[config.mk]
export PLATFORM = sky130hd
export DESIGN_NAME = mux_bus_responder_flat
export DESIGN_NICKNAME = d
export VERILOG_FILES = /design/src/rtl/mux_bus_responder_if.sv /design/src/rtl/mux_bus_responder.sv /design/src/flat_wrapper.sv
export SDC_FILE = /design/constraint.sdc
export NUM_CORES = 1
export LEC_CHECK = 0
export ABC_AREA = 1
export CORE_UTILIZATION = 28
export DETAILED_ROUTE_END_ITERATION = 10
export REMOVE_ABC_BUFFERS = 1
export SLEW_MARGIN = 30
export SYNTH_ARGS = -nofsm -noshare
export SYNTH_HDL_FRONTEND = slang
export SYNTH_SLANG_ARGS = --single-unit
[constraint.sdc]
create_clock -name clk -period 5.1 [get_ports clk]
set_clock_uncertainty 0.15 [all_clocks]
set_input_delay 0.51 -clock clk [delete_from_list [all_inputs] [get_ports clk]]
set_output_delay 0.51 -clock clk [all_outputs]
set_load 0.02 [all_outputs]
[src/rtl/mux_bus_responder_if.sv]
// rtl/mux_bus_responder_if.sv - memory-side request/response bus of the mux bus responder
//
// Signals:
//   mem_req    responder -> memory  request, held until mem_ready
//   mem_we     responder -> memory  1 = write, 0 = read
//   mem_addr   responder -> memory  request address
//   mem_wdata  responder -> memory  write data
//   mem_ready  memory -> responder  request accepted
//   mem_rvalid memory -> responder  read data valid
//   mem_rdata  memory -> responder  read data
// Modports: master (the responder), slave (the memory).
interface mux_bus_responder_if #(
    parameter int DATA_WIDTH = 8,
    parameter int ADDR_WIDTH = 2 * DATA_WIDTH
) ();
    logic                  mem_req;
    logic                  mem_we;
    logic [ADDR_WIDTH-1:0] mem_addr;
    logic [DATA_WIDTH-1:0] mem_wdata;
    logic                  mem_ready;
    logic                  mem_rvalid;
    logic [DATA_WIDTH-1:0] mem_rdata;

    modport master (
        output mem_req, mem_we, mem_addr, mem_wdata,
        input  mem_ready, mem_rvalid, mem_rdata
    );

    modport slave (
        input  mem_req, mem_we, mem_addr, mem_wdata,
        output mem_ready, mem_rvalid, mem_rdata
    );
endinterface

[src/rtl/mux_bus_responder.sv]
// rtl/mux_bus_responder.sv - deserialises the 3-phase CPU mux bus and serves one memory transaction per CPU cycle
//
// Ports:
//   clk, rst_n     clock and asynchronous active-low reset, shared with the CPU wrapper
//   mux_bus        multiplexed bus: address low, address high, {.., SYNC, RW}
//   cpu_data_out   CPU write data, sampled when a frame completes
//   cpu_data_oe    CPU data output enables (not needed to decide writes; RW does that)
//   cpu_data_in    last read data returned to the CPU
//   cpu_rdy        low while a read is outstanding
//   frame_*        decoded frame: one-cycle valid pulse, address, RW, SYNC
//   mem            memory request/response bus (master side)
//   overrun        sticky flag: an issue frame arrived while busy
//   overrun_clr    clears overrun (a simultaneous new overrun wins)
module mux_bus_responder #(
    parameter int DATA_WIDTH = 8,
    parameter int ADDR_WIDTH = 2 * DATA_WIDTH
) (
    input  logic                    clk,
    input  logic                    rst_n,
    input  logic [DATA_WIDTH-1:0]   mux_bus,
    input  logic [DATA_WIDTH-1:0]   cpu_data_out,
    input  logic [DATA_WIDTH-1:0]   cpu_data_oe,
    output logic [DATA_WIDTH-1:0]   cpu_data_in,
    output logic                    cpu_rdy,
    output logic                    frame_valid,
    output logic [ADDR_WIDTH-1:0]   frame_addr,
    output logic                    frame_rw,
    output logic                    frame_sync,
    mux_bus_responder_if.master     mem,
    output logic                    overrun,
    input  logic                    overrun_clr
);
    typedef enum logic [1:0] {IDLE, REQ, WAIT_R} state_t;

    state_t                state;
    logic [1:0]            phase;
    logic                  primed;
    logic                  cpu_clk_mirror;
    logic                  half_q;
    logic [DATA_WIDTH-1:0] lo_q;
    logic [DATA_WIDTH-1:0] hi_q;

    logic frame_done;
    logic issue;
    logic txn_done;
    logic can_accept;
    logic unused_inputs;

    // Output enables carry no information the RW bit does not already give.
    assign unused_inputs = &{1'b0, cpu_data_oe};

    always_comb begin
        frame_done = 1'b0;
        issue      = 1'b0;
        txn_done   = 1'b0;
        can_accept = 1'b0;
        frame_done = (phase == 2'd0) && primed;
        // Only the second half of each CPU cycle carries a frame worth serving.
        issue      = frame_done && half_q;
        txn_done   = ((state == REQ) && mem.mem_ready && mem.mem_we) ||
                     ((state == WAIT_R) && mem.mem_rvalid);
        // A transaction finishing on this edge frees the slot for the new frame.
        can_accept = (state == IDLE) || txn_done;
    end

    always_ff @(posedge clk or negedge rst_n) begin
        if (!rst_n) begin
            state          <= IDLE;
            phase          <= 2'd0;
            primed         <= 1'b0;
            cpu_clk_mirror <= 1'b0;
            half_q         <= 1'b0;
            lo_q           <= '0;
            hi_q           <= '0;
            cpu_data_in    <= '0;
            cpu_rdy        <= 1'b1;
            frame_valid    <= 1'b0;
            frame_addr     <= '0;
            frame_rw       <= 1'b0;
            frame_sync     <= 1'b0;
            mem.mem_req    <= 1'b0;
            mem.mem_we     <= 1'b0;
            mem.mem_addr   <= '0;
            mem.mem_wdata  <= '0;
            overrun        <= 1'b0;
        end else begin
            frame_valid <= 1'b0;
            phase       <= (phase == 2'd2) ? 2'd0 : phase + 2'd1;
            if (phase == 2'd2) begin
                cpu_clk_mirror <= ~cpu_clk_mirror;
            end

            case (phase)
                2'd1: begin
                    lo_q   <= mux_bus;
                    half_q <= cpu_clk_mirror;
                end
                2'd2: begin
                    hi_q   <= mux_bus;
                    primed <= 1'b1;
                end
                default: ;
            endcase

            if (frame_done) begin
                frame_valid <= 1'b1;
                frame_addr  <= {hi_q, lo_q};
                frame_rw    <= mux_bus[0];
                frame_sync  <= mux_bus[1];
            end

            if (overrun_clr) begin
                overrun <= 1'b0;
            end

            case (state)
                REQ: begin
                    if (mem.mem_ready) begin
                        mem.mem_req <= 1'b0;
                        state       <= mem.mem_we ? IDLE : WAIT_R;
                    end
                end
                WAIT_R: begin
                    if (mem.mem_rvalid) begin
                        cpu_data_in <= mem.mem_rdata;
                        cpu_rdy     <= 1'b1;
                        state       <= IDLE;
                    end
                end
                default: ;
            endcase

            // Placed last so a new request overrides the completion updates above.
            if (issue) begin
                if (can_accept) begin
                    state         <= REQ;
                    mem.mem_req   <= 1'b1;
                    mem.mem_addr  <= {hi_q, lo_q};
                    mem.mem_we    <= ~mux_bus[0];
                    mem.mem_wdata <= cpu_data_out;
                    cpu_rdy       <= ~mux_bus[0];
                end else begin
                    overrun <= 1'b1;
                end
            end
        end
    end
endmodule

[src/flat_wrapper.sv]
// flat-port wrapper written by rule: the top's interface ports become plain ports
module mux_bus_responder_flat 
#(
    parameter int DATA_WIDTH = 8,
    parameter int ADDR_WIDTH = 2 * DATA_WIDTH
)
  (clk, rst_n, mux_bus, cpu_data_out, cpu_data_oe, cpu_data_in, cpu_rdy, frame_valid, frame_addr, frame_rw, frame_sync, overrun, overrun_clr, mem_mem_req, mem_mem_we, mem_mem_addr, mem_mem_wdata, mem_mem_ready, mem_mem_rvalid, mem_mem_rdata);
  mux_bus_responder_if #(.DATA_WIDTH(DATA_WIDTH), .ADDR_WIDTH(ADDR_WIDTH)) mem_i ();
  input  logic clk;
  input  logic rst_n;
  input  logic [DATA_WIDTH-1:0] mux_bus;
  input  logic [DATA_WIDTH-1:0] cpu_data_out;
  input  logic [DATA_WIDTH-1:0] cpu_data_oe;
  output logic [DATA_WIDTH-1:0] cpu_data_in;
  output logic cpu_rdy;
  output logic frame_valid;
  output logic [ADDR_WIDTH-1:0] frame_addr;
  output logic frame_rw;
  output logic frame_sync;
  output logic overrun;
  input  logic overrun_clr;
  output wire logic [$bits(mem_i.mem_req)-1:0] mem_mem_req;
  output wire logic [$bits(mem_i.mem_we)-1:0] mem_mem_we;
  output wire logic [$bits(mem_i.mem_addr)-1:0] mem_mem_addr;
  output wire logic [$bits(mem_i.mem_wdata)-1:0] mem_mem_wdata;
  input wire logic [$bits(mem_i.mem_ready)-1:0] mem_mem_ready;
  input wire logic [$bits(mem_i.mem_rvalid)-1:0] mem_mem_rvalid;
  input wire logic [$bits(mem_i.mem_rdata)-1:0] mem_mem_rdata;
  assign mem_mem_req = mem_i.mem_req;
  assign mem_mem_we = mem_i.mem_we;
  assign mem_mem_addr = mem_i.mem_addr;
  assign mem_mem_wdata = mem_i.mem_wdata;
  assign mem_i.mem_ready = mem_mem_ready;
  assign mem_i.mem_rvalid = mem_mem_rvalid;
  assign mem_i.mem_rdata = mem_mem_rdata;
  mux_bus_responder #(.DATA_WIDTH(DATA_WIDTH), .ADDR_WIDTH(ADDR_WIDTH)) u_core (.clk(clk), .rst_n(rst_n), .mux_bus(mux_bus), .cpu_data_out(cpu_data_out), .cpu_data_oe(cpu_data_oe), .cpu_data_in(cpu_data_in), .cpu_rdy(cpu_rdy), .frame_valid(frame_valid), .frame_addr(frame_addr), .frame_rw(frame_rw), .frame_sync(frame_sync), .mem(mem_i), .overrun(overrun), .overrun_clr(overrun_clr));
endmodule
# Yosys cells after proc, flatten, opt, wreduce, memory -nomap -nowiden
# Cells that the tools add are included.
# word_totals
register_bits	78
latchBits	0
ram_bits	0
mem_bits_ro	0
in_bits	37
out_inout_bits	55
elab_cells	55
mem_count	0
# op_classes
add_sub_neg	1
n_mul	0
n_div	0
magnitude_cmp	0
eq_ne	4
n_shift	0
n_mux	19
bitwise_logic	2
reduce_logical	11
# op_table
op	count
1-bit two-way mux	12
2-bit two-way mux	6
1-bit logical AND	5
2-bit by 1-bit equality test with 1-bit output (second input constant)	2
2-bit equality test (second input constant)	2
2-bit logical NOT	2
2-bit case mux with 2 select lines	1
2-bit AND reduction	2
2-bit by 1-bit adder with 2-bit output (second input constant)	1
1-bit logical OR	2
1-bit NOT	2

# Depth between registers and ports, before layout
# Gate-level depths: netlist of run 1.
# logic_depth
word_depth	7
depth_mapped	9
mapped_depth_nobuf	7

# Worst setup path before layout of run 1
# OpenSTA, ideal clock, no wires.
# synth_path
path_kind	register to register
start	register u_core.state[0]
end	register u_core.mem.mem_addr[14]
setup_time_ps	66
arrival_ps	1413
required_time_ps	4884
slack_ps	3471
stages_incl_launch_ff	10
path_buffers	2
synth_period_minus_slack_ps	1629
path_cell_list	dfrtp_1 inv_1 ha_1 nand2_2 nand3_2 nand2_1 buf_6 buf_6 nand2_1 nand2_1
# synth_between
elab_chain_len	6
word_cells_on_any_way	9
classes_between	eq/ne (2); reduce/logical (7)
# synth_rtl
item	line_no	source
start, declared	mux_bus_responder.sv:35	state_t state;
start signal, assigned	mux_bus_responder.sv:120	state <= mem.mem_we ? IDLE : WAIT_R;
2-bit by 1-bit equality test with 1-bit output	mux_bus_responder.sv:60	txn_done = ((state == REQ) && mem.mem_ready && mem.mem_we) ||
1-bit logical AND (2 in a row)	mux_bus_responder.sv:60	
1-bit logical OR	mux_bus_responder.sv:60	
1-bit logical OR *	mux_bus_responder.sv:63	can_accept = (state == IDLE) || txn_done;
2-bit AND reduction (no source line) *	-	
end signal, assigned	mux_bus_responder.sv:138	mem.mem_addr <= {hi_q, lo_q};
end, declared	mux_bus_responder_if.sv:25	output mem_req, mem_we, mem_addr, mem_wdata,
# Mark *: on every way between the ends. The rest lies on a longest branch, timed or not.
# A chain may end at the register's enable or synchronous reset.

# Worst setup path after layout of run 1
# layout_path
start	register u_core.state[0]
end	register u_core.state[1]
# layout_between
elab_chain_len	7
word_cells_on_any_way	11
classes_between	eq/ne (2); mux (3); reduce/logical (6)
# layout_rtl
item	line_no	source
2-bit by 1-bit equality test with 1-bit output	mux_bus_responder.sv:60, mux_bus_responder.sv:116	
1-bit logical AND (2 in a row)	mux_bus_responder.sv:60	
1-bit logical OR	mux_bus_responder.sv:60	
1-bit logical OR	mux_bus_responder.sv:63	
2-bit two-way mux	mux_bus_responder.sv:135	if (can_accept) begin
2-bit two-way mux *	mux_bus_responder.sv:134	if (issue) begin
# Marks and branches as above.

==> qor.csv, run 1 <==
metric;value;unit
finalSetupViolCount;0;
synth_flop_cell;dfrtp_1;
dr.pass1.iters;4;
min_period_over_period;0.525;
fmax;373;MHz
die_x;107;um
setup_tns;0;ps
dp_hpwl;4.39;mm
synthTopCellsByCount;126 x nand2_1, 77 x dfrtp_1, 27 x nand3_1;
setup_slack;2420;ps
status;finished, final reports clean;
synth_edf_count;0;
wl_per_cell;13.1;um
critPathKind;reg2reg;
via_count;2336;
drc_errors;0;
yosysSeqAreaShare;0.638;
initial_core_util;0.293;
grt-ovfl-total;0;
netlist.area_leader.share;0.629;
synth.area.top_cells;dfrtp_1 63%, nand2_1 15%, nand3_1 4.4%;
yosysUniqueCellTypes;22;
rsz0062_at_grt;no;
slew_headroom;0.521;
clk_pin_slew_worst_paths;90;ps
synth_cells;312;
critPathCaptureType;register;
leakage;2.05;nW
area_delta_synth_final;38.3;%
clock_path_buffers;2;
drive_gt1_frac;0.0800;
cts-buffers-inserted;9;
ys_async_sr_fraction;1.00;
port_buffers;83;
crit_path_max_fanout;29;
layout.nets;436;
rows;37;
fillers;1095;
preCtsSetupSlack;2120;ps
max-cap-violations;0;
powerDensity;504;nW/um2
synthesis.area;3060;um2
worstPathRequired;5220;ps
peakVddDrop;204;uV
die_height;107;um
drt-total-wl;7.03;mm
post-route-min-period;2680;ps
hold_path_class;in2async;
place.gp.congestion;0.715;
cts_sinks;78;
yosysMostFrequentCell;nand2_1;
synth_largest_area_cell;dfrtp_1;
hold_viol_final;0;
design.die.area;11400;um2
ant_nets;0;
grt_pass1_wl;11.6;mm
cp-start-kind;register;
yosys_register_bits;78;
worstPathArrival;2800;ps
drv_slew;0;
n_antenna_cell;0;
post-cts-setup-buffer-count;0;
postCtsResizedCells;0;
ys_warn_count;0;
root_buffer;clkbuf_8;
viasPerCell;4.36;
track_usage;0.133;
worstMarginPinSlew;718;ps
antenna_found_initial;0;
htreeDepth;3;
core-area;10500;um2
grt_pass1_vias;2269;
drtIter0Drc;109;
insertion_delay;350;ps
grt_max_degree;79;
io_pins;92;
cts_tree;built;
hold_buffers;0;
ff2ff_path_depth;7;
synth.avg_cell_area;9.81;um2
## final cells by class
class,instances,area (um2),area share
flip-flops and latches,78,1950,0.461
multi-input cells,200,962,0.227
repair buffers,83,832,0.196
well taps,136,170,0.0402
clock buffers,11,131,0.0310
clock inverters,5,100,0.0236
inverters,23,86.3,0.0204
## metrics by stage
step / cells / hold slack [ps] / power (mW) / utilization / instance area (um2)
4_1_cts: 536 / 64.6 / 2.16 / 0.405 / 4240
6_report: 536 / 21.1 / 2.13 / 0.405 / 4240
2_1_floorplan: 301 / 64.4 / 1.21 / - / 3000
3_5_place_dp: 520 / 309 / 1.61 / 0.383 / 4000
3_3_place_gp: 520 / 304 / 1.60 / 0.382 / 4000
5_1_grt: 536 / 91.7 / 2.26 / 0.405 / 4240
## state kept, by name (all words and copies together) (netlist names), 2 cells and up
name	count
u_core.frame_addr	16
u_core.mem.mem_addr	16
u_core.cpu_data_in	8
u_core.hi_q	8
u_core.lo_q	8
u_core.mem.mem_wdata	8
u_core.phase	2
u_core.state	2
## critical path: stages, from the launching register on
cell     delay [ps]
dfrtp_1         400
inv_1            80
ha_1            220
nand2_2         220
nand3_2         570
nand2_2         740
nand2_1         100
nor2_1          110
## path summary, 6_finish.rpt
kind / startpoint / to / slack [ps]
hold / removal: rst_n / u_core.frame_addr[4] / 20
hold reg to reg: u_core.mem.mem_wdata[4] / u_core.mem.mem_wdata[4] / 320
max in group asynchronous: rst_n / u_core.mem.mem_wdata[6] / 4260
min in group clk: u_core.mem.mem_wdata[4] / u_core.mem.mem_wdata[4] / 320
setup reg to reg: u_core.state[0] / u_core.state[1] / 2420
setup / recovery: u_core.state[0] / u_core.state[1] / 2420
## cells by family (layout without fill, tap and decap cells)
logic type / after synthesis / count (layout) / share of synthesized area
buf+inv: 34 / 122 / 0.0486
flops: 78 / 78 / 0.638
simple gates: 161 / 161 / 0.222
mux: 8 / 8 / 0.0294
compound gates: 26 / 26 / 0.0425
fa+ha+maj: 4 / 4 / 0.0163
xor+xnor: 1 / 1 / 0.00286
## power breakdown
group / total [mW] / leakage [nW] / internal [mW] / switching (mW)
registers: 0.865 / 0.910 / 0.778 / 0.0864
logic: 0.721 / 1.02 / 0.346 / 0.375
clock network: 0.547 / 0.117 / 0.324 / 0.223
total: 2.13 / 2.05 / 1.45 / 0.684
## cell usage in the layout (no fill, tap or decap)
master	count
nand2_1	125
clkdlybuf4s50_1	82
dfrtp_1	77
nand3_1	27
o21ai_0	24
inv_1	22
clkbuf_8	9
mux2_2	8
ha_1	4
bufinv_16	3
nor2_1	2
nand2_2	2
a21oi_1	2
clkinv_2	2
clkbuf_1	2
nor2_4	1
nand2_4	1
nor2_8	1
nand3_2	1
nor2_2	1
inv_2	1
xnor2_1	1
buf_6	1
dfstp_2	1
## metal layers
layer	up-vias	global-route usage	share of wire
li1	1152	-	-
met1	1113	0.179	0.47
met2	62	0.207	0.46
met3	9	0.0340	0.053
met4	0	0.0499	0.015
met5	-	0	0
(Power assumes the default switching activity.)
==> run 2, diff against run 1 <==
==> constraint.sdc (replaced) <==
create_clock -name clk -period 2.28 [get_ports clk]
set_clock_uncertainty 0.15 [all_clocks]
set_input_delay 0.228 -clock clk [delete_from_list [all_inputs] [get_ports clk]]
set_output_delay 0.228 -clock clk [all_outputs]
set_load 0.02 [all_outputs]
==> run 2 against run 1 <==
Routed wire length grew 1.3%. Highest routed layer unchanged. First-iteration DRC count shrank 12%. Clock power grew 74%. Global-route usage grew 0.20 points. Sequential share of layout area shrank 0.24 points. Setup slack lost 2000 ps.
==> qor.csv, run 2 (synthesized netlist as in run 1, its figures left out) <==
metric;value;unit
hold_path_class;in2async;
cpMostUsedCell;nand2_1;
post-route-min-period;1890;ps
clk_pin_slew_worst_paths;90;ps
slew_headroom;0.596;
grt_pass1_wl;11.9;mm
layout.nets;443;
cts_tree;built;
status;finished, final reports clean;
grt_max_degree;43;
cts_sinks;78;
worstMarginPinSlew;605;ps
htreeDepth;3;
fmax;529;MHz
io_pins;92;
powerDensity;1060;nW/um2
via_count;2366;
initial_core_util;0.293;
place_area;4070;um2
drc_errors;0;
drv_slew;0;
place.gp.congestion;0.697;
max_stage_delay;400;ps
cts-buffers-inserted;9;
die_x;107;um
cp-start-kind;register;
root_buffer;clkbuf_8;
area_delta_synth_final;39.1;%
drive_gt1_frac;0.0958;
rows;37;
critPathKind;reg2reg;
reg_top3;u_core.frame_addr: 16 flops, u_core.mem.mem_addr: 16 flops;
wl_per_cell;13.1;um
rsz0062_at_grt;no;
dp_hpwl;4.75;mm
critical_path.top_delay_family;simple AND/OR/NAND/NOR gates;
layout_commonest_cell;nand2_1;
fillers;1070;
antenna_found_initial;0;
design.die.area;11400;um2
min_period_over_period;0.830;
insertion_delay;340;ps
critical_path_buf_inv_count;2;
max-cap-violations;0;
grt_pass1_vias;2328;
port_buffers;83;
grt-ovfl-total;0;
dr.pass1.iters;4;
peakVddDrop;353;uV
critPathCaptureType;register;
track_usage;0.135;
setup_tns;0;ps
crit_path_max_fanout;27;
drt-total-wl;7.12;mm
final_cell_mix;126 x nand2_1, 82 x clkdlybuf4s50_1, 77 x dfrtp_1;
hold_viol_final;0;
clock_path_buffers;2;
leakage;2.05;nW
ant_nets;0;
die_height;107;um
n_antenna_cell;0;
post-cts-setup-buffer-count;0;
worstPathCellList;inv_1 -> ha_1 -> nand2_2 -> nand3_2 -> nand2_1 -> buf_12 -> nand2_1 -> nor2_1;
worst_path_max_delay_cell;dfrtp_1;
drtIter0Drc;96;
finalSetupViolCount;0;
worstPathArrival;2020;ps
design_area;4260;um2
viasPerCell;4.36;
core-area;10500;um2
worstPathRequired;2410;ps
postCtsResizedCells;0;
## run 2: worst reg2reg max path, stage by stage, from the launching register on
cell,delay [ps]
dfrtp_1,400
inv_1,80
ha_1,230
nand2_2,80
nand3_2,240
nand2_1,280
buf_12,210
nand2_1,80
nor2_1,90
## run 2: report_power, final
part           switching [mW]  internal, mW
Sequential              0.189          1.74
Combinational           0.849         0.789
Clock                   0.546         0.406
Total                    1.58          2.94
## run 2: final timing paths
kind	to	startpoint	cells past startpoint	slack, ps
max	u_core.state[1]	u_core.state[0]	8	390
min	u_core.frame_addr[14]	rst_n	2	240
max reg2reg	u_core.state[1]	u_core.state[0]	8	390
min reg2reg	u_core.mem.mem_wdata[6]	u_core.mem.mem_wdata[6]	2	320
max in group asynchronous	u_core.cpu_rdy	rst_n	3	1060
min in group clk	u_core.mem.mem_wdata[1]	cpu_data_out[1]	3	280
## run 2: layout make-up
cell class	instances	area, um2	area share
Clock buffer	9	124	0.0291
Clock inverter	7	56.3	0.0132
Inverter	23	86.3	0.0203
Multi-Input combinational cell	200	960	0.225
Sequential cell	78	1950	0.459
Tap cell	136	170	0.0400
Timing Repair Buffer	90	908	0.213
## run 2: layer usage
layer | vias to the layer above | part of all wire | track usage
met2 | 77 | 0.46 | 0.206
met1 | 1112 | 0.47 | 0.189
li1 | 1168 | - | -
met5 | - | 0 | 0
met4 | 0 | 0.011 | 0.0519
met3 | 9 | 0.060 | 0.0280
## run 2: per-stage QoR
step	power (mW)	hold WS (ps)	util	std cells	setup WS (ps)
6_report	4.52	239	0.407	543	388
5_1_grt	4.82	285	0.407	543	241
4_1_cts	4.59	258	0.407	543	368
2_1_floorplan	2.72	-218	-	301	141
3_3_place_gp	3.60	101	0.389	526	334
3_5_place_dp	3.62	107	0.389	526	296
## run 2: what timing repair did
| item | CTS | global route |
|---|---|---|
| hold buffers | 1 | 0 |
| endpoints found under the setup margin | 0 | 0 |
| endpoints found under the hold margin | 41 | 0 |
==> run 3, diff against run 2 <==
==> constraint.sdc (replaced) <==
create_clock -name clk -period 1.8 [get_ports clk]
set_clock_uncertainty 0.15 [all_clocks]
set_input_delay 0.18 -clock clk [delete_from_list [all_inputs] [get_ports clk]]
set_output_delay 0.18 -clock clk [all_outputs]
set_load 0.02 [all_outputs]
==> run 3 against run 2 <==
Flip-flop and latch count unchanged. Combinational power is 27% higher. Routed wire length grew 1.0%. Power is 32% higher. First-iteration DRC count rose by 31%. Critical path type is now reg2out. Highest routed layer unchanged.
==> qor.csv, run 3 (synthesized netlist as in run 1, its figures left out) <==
metric;value;unit
via_count;2382;
leakage;2.11;nW
initial_core_util;0.293;
dr.pass1.iters;5;
final_core_util;0.414;
design_area;4330;um2
antenna_found_initial;0;
worstReg2RegEnd;u_core.mem.mem_addr[8];
dp_hpwl;5.02;mm
worstPathCellList;clkdlybuf4s50_1;
grt-ovfl-total;0;
clk_pin_slew_worst_paths;80;ps
place.gp.congestion;0.753;
wl_per_cell;13.2;um
hold_path_class;in2async;
design.die.area;11400;um2
cts_tree;built;
insertion_delay;340;ps
cp-start-kind;register;
min_period_over_period;0.942;
max_stage_delay;620;ps
critPathCaptureType;output pin;
drive_gt1_frac;0.105;
worstMarginPinSlew;561;ps
viasPerCell;4.35;
fmax;589;MHz
grt_max_degree;37;
total_power;5.97;mW
fillers;1062;
n_antenna_cell;0;
critPathKind;reg2out;
rsz0062_at_grt;no;
fin_hold_ws;181;ps
die_height;107;um
layout_commonest_cell;nand2_1;
track_usage;0.135;
die_x;107;um
ff2ff_path_depth;7;
post-cts-setup-buffer-count;0;
area_delta_synth_final;41.5;%
place_area;4110;um2
clock_path_buffers;2;
drt-total-wl;7.20;mm
max-cap-violations;0;
reg_top3;u_core.frame_addr: 16 flops, u_core.mem.mem_addr: 16 flops;
rows;37;
port_buffers;83;
status;finished, final reports clean;
cts-buffers-inserted;9;
crit_path_max_fanout;4;
drc_errors;0;
worstPathRequired;1470;ps
worst_path_max_delay_cell;clkdlybuf4s50_1;
grt_pass1_wl;11.8;mm
cts_sinks;78;
drv_slew;0;
core-area;10500;um2
hold_viol_final;0;
rr_startpoint;u_core.phase[1];
final_cell_mix;126 x nand2_1, 81 x clkdlybuf4s50_1, 77 x dfrtp_1;
ant_nets;0;
peakVddDrop;658;uV
drtIter0Drc;126;
critical_path_buf_inv_count;1;
finalSetupViolCount;0;
grt_pass1_vias;2428;
worstPathArrival;1370;ps
slew_headroom;0.625;
post-route-min-period;1700;ps
r2r_slack;150;ps
layout.nets;449;
root_buffer;clkbuf_8;
htreeDepth;3;
powerDensity;1380;nW/um2
critical_path.top_delay_family;buffers and inverters;
io_pins;92;
[run 3: cell count changes in the layout (fill, tap and decap cells not counted)]
cell,change
clkbuf_8,+1
dlygate4sd2_1,+1
clkinvlp_4,-3
clkdlybuf4s50_1,-1
inv_6,-3
buf_4,+6
clkinv_2,+1
bufinv_16,+2
[run 3: cell type report]
type | count | area [um2] | area share
clock buffers | 10 | 138 | 0.0318
inverters | 23 | 86.3 | 0.0199
multi-input cells | 200 | 960 | 0.222
well taps | 136 | 170 | 0.0393
flip-flops and latches | 78 | 1950 | 0.451
repair buffers | 96 | 952 | 0.220
clock inverters | 4 | 72.6 | 0.0168
[run 3: timing repair]
action                                  in CTS  in global routing
hold buffers                                 1                  0
endpoints found under the hold margin       33                  0
gates resized for setup                      1                  0
endpoints found under the setup margin       1                  0
[run 3: worst max-delay path by stage]
stage	from	to	slack, ps	cells after the start
after floorplan	u_core.state[0]	u_core.state[1]	-340	7
after global placement	mem_mem_ready	u_core.mem.mem_addr[14]	170	7
after detailed placement	mem_mem_ready	u_core.state[1]	140	7
after CTS	u_core.mem.mem_we	mem_mem_we	100	1
after global routing	u_core.phase[1]	u_core.mem.mem_addr[8]	40	7
final	u_core.mem.mem_we	mem_mem_we	100	1
[run 3: layer usage]
layer,track usage,vias up,part of all wire
met3,0.0371,9,0.053
met5,0,-,0
met2,0.228,60,0.49
li1,-,1170,-
met4,0.0440,0,0.0099
met1,0.167,1143,0.45
[run 3: metrics by stage]
step           std cells  TNS (ps)  setup slack, ps
5_1_grt              547         0             40.4
3_3_place_gp         532         0              167
2_1_floorplan        301     -9080             -339
6_report             547         0              104
4_1_cts              547         0             96.9
3_5_place_dp         532         0              137
[run 3: where the power goes]
group,internal [mW],total [mW],switching [mW]
Combinational,1.02,2.09,1.07
Clock,0.802,1.42,0.616
Sequential,2.21,2.46,0.251
Total,4.03,5.97,1.94
